<file path="src/rtl/id_ex_stage_pkg.sv">
// Shared encodings for the ID/EX pipeline register, the control unit and the ALU control unit.
// Also holds the ID/EX FSM state type and the per-cycle register update action.
package id_ex_stage_pkg;

    typedef enum logic [1:0] {
        RegDstRd  = 2'd0,
        RegDstRt  = 2'd1,
        RegDstFd  = 2'd2,
        RegDstR31 = 2'd3
    } reg_dst_e;

    typedef enum logic [2:0] {
        WbAlu  = 3'd0,
        WbMem  = 3'd1,
        WbUimm = 3'd2,
        WbPc4  = 3'd3
    } wb_src_e;

    typedef enum logic [2:0] {
        ExOpAdd   = 3'd0,
        ExOpSub   = 3'd1,
        ExOpAnd   = 3'd2,
        ExOpOr    = 3'd3,
        ExOpSlt   = 3'd4,
        ExOpFunct = 3'd5,
        ExOpLui   = 3'd6,
        ExOpFpu   = 3'd7
    } ex_op_e;

    typedef enum logic {
        StRun = 1'b0,
        StDw2 = 1'b1
    } id_ex_state_e;

    typedef enum logic [1:0] {
        ActLoad   = 2'd0,
        ActBubble = 2'd1,
        ActHold   = 2'd2
    } id_ex_action_e;

    // First beat of a double-precision load or store sitting in EX.
    function automatic logic is_double_mem(logic dw, logic mem_write, logic [2:0] wb_src,
                                           logic beat);
        return dw && (mem_write || (wb_src == WbMem)) && !beat;
    endfunction

endpackage

</file>
<file path="src/rtl/id_ex_hazard.sv">
// Load-use hazard check between the load in EX and the instruction in ID.
// Integer r0 never creates a hazard; float and integer register files never alias.
module id_ex_hazard
    import id_ex_stage_pkg::*;
(
    input  logic       ex_reg_write,
    input  logic [2:0] ex_wb_src,
    input  logic       ex_float,
    input  logic [4:0] ex_rt,
    input  logic       id_float,
    input  logic [4:0] id_rs,
    input  logic [4:0] id_rt,
    output logic       load_use
);

    logic reg_match;

    assign reg_match = (ex_rt == id_rs) || (ex_rt == id_rt);

    assign load_use = ex_reg_write && (ex_wb_src == WbMem) && (ex_float == id_float) &&
                      reg_match && (ex_float || (ex_rt != 5'd0));

endmodule

</file>
<file path="src/rtl/id_ex_stage.sv">
// ID/EX pipeline register with load-use bubbling and a two-beat hold for double memory ops.
module id_ex_stage
    import id_ex_stage_pkg::*;
(
    input  logic        clk,
    input  logic        rst,
    input  logic        id_jr,
    input  logic        id_byte,
    input  logic        id_jump,
    input  logic        id_mem_write,
    input  logic        id_reg_write,
    input  logic        id_float,
    input  logic        id_shift,
    input  logic        id_dw,
    input  logic [1:0]  id_reg_dst,
    input  logic [2:0]  id_wb_src,
    input  logic [2:0]  id_ex_op,
    input  logic [31:0] id_pc4,
    input  logic [31:0] id_rs_data,
    input  logic [31:0] id_rt_data,
    input  logic [31:0] id_imm,
    input  logic [4:0]  id_rs,
    input  logic [4:0]  id_rt,
    input  logic [4:0]  id_rd,
    input  logic [4:0]  id_shamt,
    input  logic        flush,
    output logic        ex_jr,
    output logic        ex_byte,
    output logic        ex_jump,
    output logic        ex_mem_write,
    output logic        ex_reg_write,
    output logic        ex_float,
    output logic        ex_shift,
    output logic        ex_dw,
    output logic [1:0]  ex_reg_dst,
    output logic [2:0]  ex_wb_src,
    output logic [2:0]  ex_ex_op,
    output logic [31:0] ex_pc4,
    output logic [31:0] ex_rs_data,
    output logic [31:0] ex_rt_data,
    output logic [31:0] ex_imm,
    output logic [4:0]  ex_rs,
    output logic [4:0]  ex_rt,
    output logic [4:0]  ex_rd,
    output logic [4:0]  ex_shamt,
    output logic        ex_beat,
    output logic        stall
);

    id_ex_state_e  state_q, state_d;
    id_ex_action_e action;
    logic          load_use;
    logic          double_op;

    id_ex_hazard u_hazard (
        .ex_reg_write (ex_reg_write),
        .ex_wb_src    (ex_wb_src),
        .ex_float     (ex_float),
        .ex_rt        (ex_rt),
        .id_float     (id_float),
        .id_rs        (id_rs),
        .id_rt        (id_rt),
        .load_use     (load_use)
    );

    assign double_op = is_double_mem(ex_dw, ex_mem_write, ex_wb_src, ex_beat);

    // Leaving DW2 still bubbles if the held load feeds the waiting ID instruction.
    always_comb begin
        state_d = StRun;
        action  = ActLoad;
        if (flush) begin
            action = ActBubble;
        end else if ((state_q == StRun) && double_op) begin
            action  = ActHold;
            state_d = StDw2;
        end else if (load_use) begin
            action = ActBubble;
        end
    end

    assign stall = (state_q == StDw2) || load_use;

    always_ff @(posedge clk) begin
        if (rst) begin
            state_q      <= StRun;
            ex_jr        <= 1'b0;
            ex_byte      <= 1'b0;
            ex_jump      <= 1'b0;
            ex_mem_write <= 1'b0;
            ex_reg_write <= 1'b0;
            ex_float     <= 1'b0;
            ex_shift     <= 1'b0;
            ex_dw        <= 1'b0;
            ex_reg_dst   <= RegDstRd;
            ex_wb_src    <= WbAlu;
            ex_ex_op     <= ExOpAdd;
            ex_pc4       <= '0;
            ex_rs_data   <= '0;
            ex_rt_data   <= '0;
            ex_imm       <= '0;
            ex_rs        <= '0;
            ex_rt        <= '0;
            ex_rd        <= '0;
            ex_shamt     <= '0;
            ex_beat      <= 1'b0;
        end else begin
            state_q <= state_d;
            ex_beat <= (action == ActHold);
            // Data fields follow ID on a bubble too; only control is defined as zero.
            if (action != ActHold) begin
                ex_pc4     <= id_pc4;
                ex_rs_data <= id_rs_data;
                ex_rt_data <= id_rt_data;
                ex_imm     <= id_imm;
                ex_rs      <= id_rs;
                ex_rt      <= id_rt;
                ex_rd      <= id_rd;
                ex_shamt   <= id_shamt;
            end
            if (action == ActLoad) begin
                ex_jr        <= id_jr;
                ex_byte      <= id_byte;
                ex_jump      <= id_jump;
                ex_mem_write <= id_mem_write;
                ex_reg_write <= id_reg_write;
                ex_float     <= id_float;
                ex_shift     <= id_shift;
                ex_dw        <= id_dw;
                ex_reg_dst   <= id_reg_dst;
                ex_wb_src    <= id_wb_src;
                ex_ex_op     <= id_ex_op;
            end else if (action == ActBubble) begin
                ex_jr        <= 1'b0;
                ex_byte      <= 1'b0;
                ex_jump      <= 1'b0;
                ex_mem_write <= 1'b0;
                ex_reg_write <= 1'b0;
                ex_float     <= 1'b0;
                ex_shift     <= 1'b0;
                ex_dw        <= 1'b0;
                ex_reg_dst   <= RegDstRd;
                ex_wb_src    <= WbAlu;
                ex_ex_op     <= ExOpAdd;
            end
        end
    end

endmodule

</file>
<file path="config.mk">
export PLATFORM = sky130hd
export DESIGN_NAME = id_ex_stage
export DESIGN_NICKNAME = d
export VERILOG_FILES = /design/src/rtl/id_ex_stage_pkg.sv /design/src/rtl/id_ex_hazard.sv /design/src/rtl/id_ex_stage.sv
export SDC_FILE = /design/constraint.sdc
export NUM_CORES = 1
export LEC_CHECK = 0
export ABC_CLOCK_PERIOD_IN_PS = 3500
export BUFFER_PORTS_ARGS = -buffer_cell sky130_fd_sc_hd__buf_4
export CORE_MARGIN = 1.5
export CORE_UTILIZATION = 25
export CTS_CLUSTER_SIZE = 12
export DETAILED_ROUTE_END_ITERATION = 16
export MAX_ROUTING_LAYER = met4
export SYNTH_ARGS = -nofsm -noshare
export SYNTH_HDL_FRONTEND = slang
export SYNTH_SLANG_ARGS = --single-unit
</file>
<file path="constraint.sdc">
create_clock -name clk -period 3.5 [get_ports clk]
set_input_delay 0.7 -clock clk [delete_from_list [all_inputs] [get_ports clk]]
set_output_delay 0.7 -clock clk [all_outputs]
set_load 0.005 [all_outputs]
</file>
==> impl_metrics.env <==
export IMPL_root_buffer="clkbuf_16"
export IMPL_final_nets=1247
export IMPL_finalCritPeriodShare=0.7862
export IMPL_wl_per_cell_um=14.15
export IMPL_initial_core_util=0.2531
export IMPL_syn_area_um2=6120
export IMPL_ys_ff_latch=166
export IMPL_slew_violations=0
export IMPL_crit_fanout=5
export IMPL_numPortBuffers=332
export IMPL_core_um2=24180
export IMPL_grt_usage=0.1610
export IMPL_ctsResizeCount=0
export IMPL_ff2ff_setup_slack_ns=1.39
export IMPL_clkTransAtPathRegs_ns=0.08
export IMPL_clock_skew_ns=0.01629
export IMPL_cts_sinks=166
export IMPL_num_rows=57
export IMPL_ios=333
export IMPL_hold_viol=0
export IMPL_gr_total_overflow=0
export IMPL_crit_arrival_ns=2.05
export IMPL_max_cap_viol_count=0
export IMPL_die_x_um=159.5
export IMPL_vias=6249
export IMPL_route_final_wire_length_um=20040
export IMPL_yosysSeqAreaShare=0.5430
export IMPL_grt_pass1_vias=5935
export IMPL_synth_yosys_warnings=0
export IMPL_cts_setup_buffers=0
export IMPL_cts_hold_fix_buffers=0
export IMPL_drtIter0Drc=426
export IMPL_drc=0
export IMPL_power_density_nw_per_um2=508.8
export IMPL_fin_tns_setup_ns=0
export IMPL_rsz0062_at_grt="no"
export IMPL_antenna_found_initial=0
export IMPL_grt_pass1_wl_um=31600
export IMPL_synth_area_per_cell_um2=7.856
export IMPL_diodes=0
export IMPL_ctsHtreeMaxLevel=4
export IMPL_vdd_drop_max_mv=0.2472
export IMPL_crit_type="register to output pin"
export IMPL_p_leak_nw=4.399
export IMPL_ys_types=29
export IMPL_max_freq_mhz=363.4
export IMPL_cp_start_kind="register"
export IMPL_cts_buffers=17
export IMPL_viasPerCell=4.413
export IMPL_hold_path_class="register to register"
export IMPL_max_slew_margin=0.4170
export IMPL_endpoint_kind="output pin"
export IMPL_area_delta_synth_final_pct=54.86
export IMPL_fillers=2509
export IMPL_die_h_um=159.5
export IMPL_worstPathRequired_ns=2.80
export IMPL_grt_max_degree=111
export IMPL_worstMarginPinSlew_ns=0.8745
export IMPL_first_pass_iters=5
export IMPL_drtAntennaViolNets=0
export IMPL_cts_tree="yes"
export IMPL_clock_path_buffers=2
export IMPL_hpwl_um=13590
export IMPL_gp_congestion=0.8032
export IMPL_worstSkewPairLatency_ns=0.43
export IMPL_synth_fp_nets=946
export IMPL_final_layout_size_suffix_gt1_frac=0.3452
export IMPL_status="completed"
export IMPL_die_area_um2=25430
export IMPL_whs_ns=0.4492
export IMPL_setup_violations_final=0
export IMPL_fin_crit_ns=2.752
export IMPL_netlist_instances=779
==> stage by stage <==
| stage | total power [mW] | std cells | setup slack (ns) | area, µm² | util |
|---|---|---|---|---|---|
| floorplan | 2.479 | 779 | 1.344 | 6120 | - |
| global placement | 2.955 | 1385 | 1.076 | 8890 | 0.3677 |
| detailed placement | 2.964 | 1385 | 1.088 | 8890 | 0.3677 |
| CTS | 4.904 | 1416 | 0.6868 | 9477 | 0.3920 |
| global route | 5.065 | 1416 | 0.5758 | 9477 | 0.3920 |
| finish | 4.821 | 1416 | 0.7484 | 9477 | 0.3920 |
==> routing by layer <==
| metal | up-vias | part of all wire | GRT usage |
|---|---|---|---|
| met5 | - | 0 | - |
| met4 | 0 | 0.013 | 0.05189 |
| met3 | 15 | 0.076 | 0.04741 |
| met2 | 249 | 0.46 | 0.2541 |
| met1 | 2842 | 0.45 | 0.1969 |
| li1 | 3143 | - | - |
==> synth_stat cells (all sizes together) <==
library cell	number	area, µm²
nand2	326	1224
dfxtp	166	3323
a21oi	149	749.5
clkbuf	32	120.1
buf	27	156.4
nand3	18	90.09
o221ai	15	131.4
nor2b	14	87.58
xnor2	10	87.58
nor2	4	15.01
a21o	2	15.01
inv	2	7.510
a211o	1	8.760
a211oi	1	7.510
a41oi	1	8.760
nand4	1	6.260
nor3	1	5.000
nor3b	1	7.510
nor4	1	6.260
o21ai	1	5.000
o22ai	1	6.260
o2bb2ai	1	8.760
or3b	1	8.760
or4b	1	13.76
or4bb	1	11.26
xor2	1	8.760
==> final timing paths <==
path,endpoint,start,depth (start not counted)
setup / recovery,stall,ex_rt[4],4
setup reg to reg,ex_mem_write,ex_rt[4],4
hold / removal,ex_imm[23],ex_imm[23],2
hold reg to reg,ex_imm[23],ex_imm[23],2
==> layout by cell type (no fill, tap or decap), types with 2 or more instances in the layout <==
cell          n
nor2b_1      14
xnor2_1      10
o221ai_1     15
buf_4       337
dfxtp_1     166
clkinvlp_4    5
nand3_1      18
nand2_1     326
clkbuf_16    17
a21oi_1     148
nor2_1        4
buf_12        3
bufinv_16     2
inv_1         2
inv_6         3
==> where the power goes <==
group	internal (mW)	switching (mW)	total, mW
Sequential	2.04	0.0875	2.13
Combinational	0.420	0.359	0.779
Clock	1.08	0.832	1.91
==> sequential cells by signal, indices dropped and copies added, names as in the netlist, 2 cells and up <==
| name | flops |
|---|---|
| ex_imm | 32 |
| ex_pc4 | 32 |
| ex_rs_data | 32 |
| ex_rt_data | 32 |
| ex_rd | 5 |
| ex_rs | 5 |
| ex_rt | 5 |
| ex_shamt | 5 |
| ex_ex_op | 3 |
| ex_wb_src | 3 |
| ex_reg_dst | 2 |
==> cell families after synthesis <==
logic type      synth area share
buf+inv                  0.04641
simple gates              0.2411
compound gates            0.1538
xor+xnor                 0.01574
flops                     0.5430
==> worst max-delay path: stages, from the launching register on <==
cell and delay, ns:
dfxtp_1 0.37, nor4_1 0.68, a211oi_1 0.19, a21o_1 0.23, buf_4 0.15
==> final cells by class <==
cell class	count	area, µm²	share of cell area
inverters	2	7.507	0.0007922
well taps	324	405.4	0.04278
multi-input cells	552	2552	0.2693
repair buffers	341	2601	0.2745
clock inverters	12	143.9	0.01518
clock buffers	19	442.9	0.04674
flip-flops and latches	166	3323	0.3507
No activity file was read; power rests on OpenSTA's default activity.
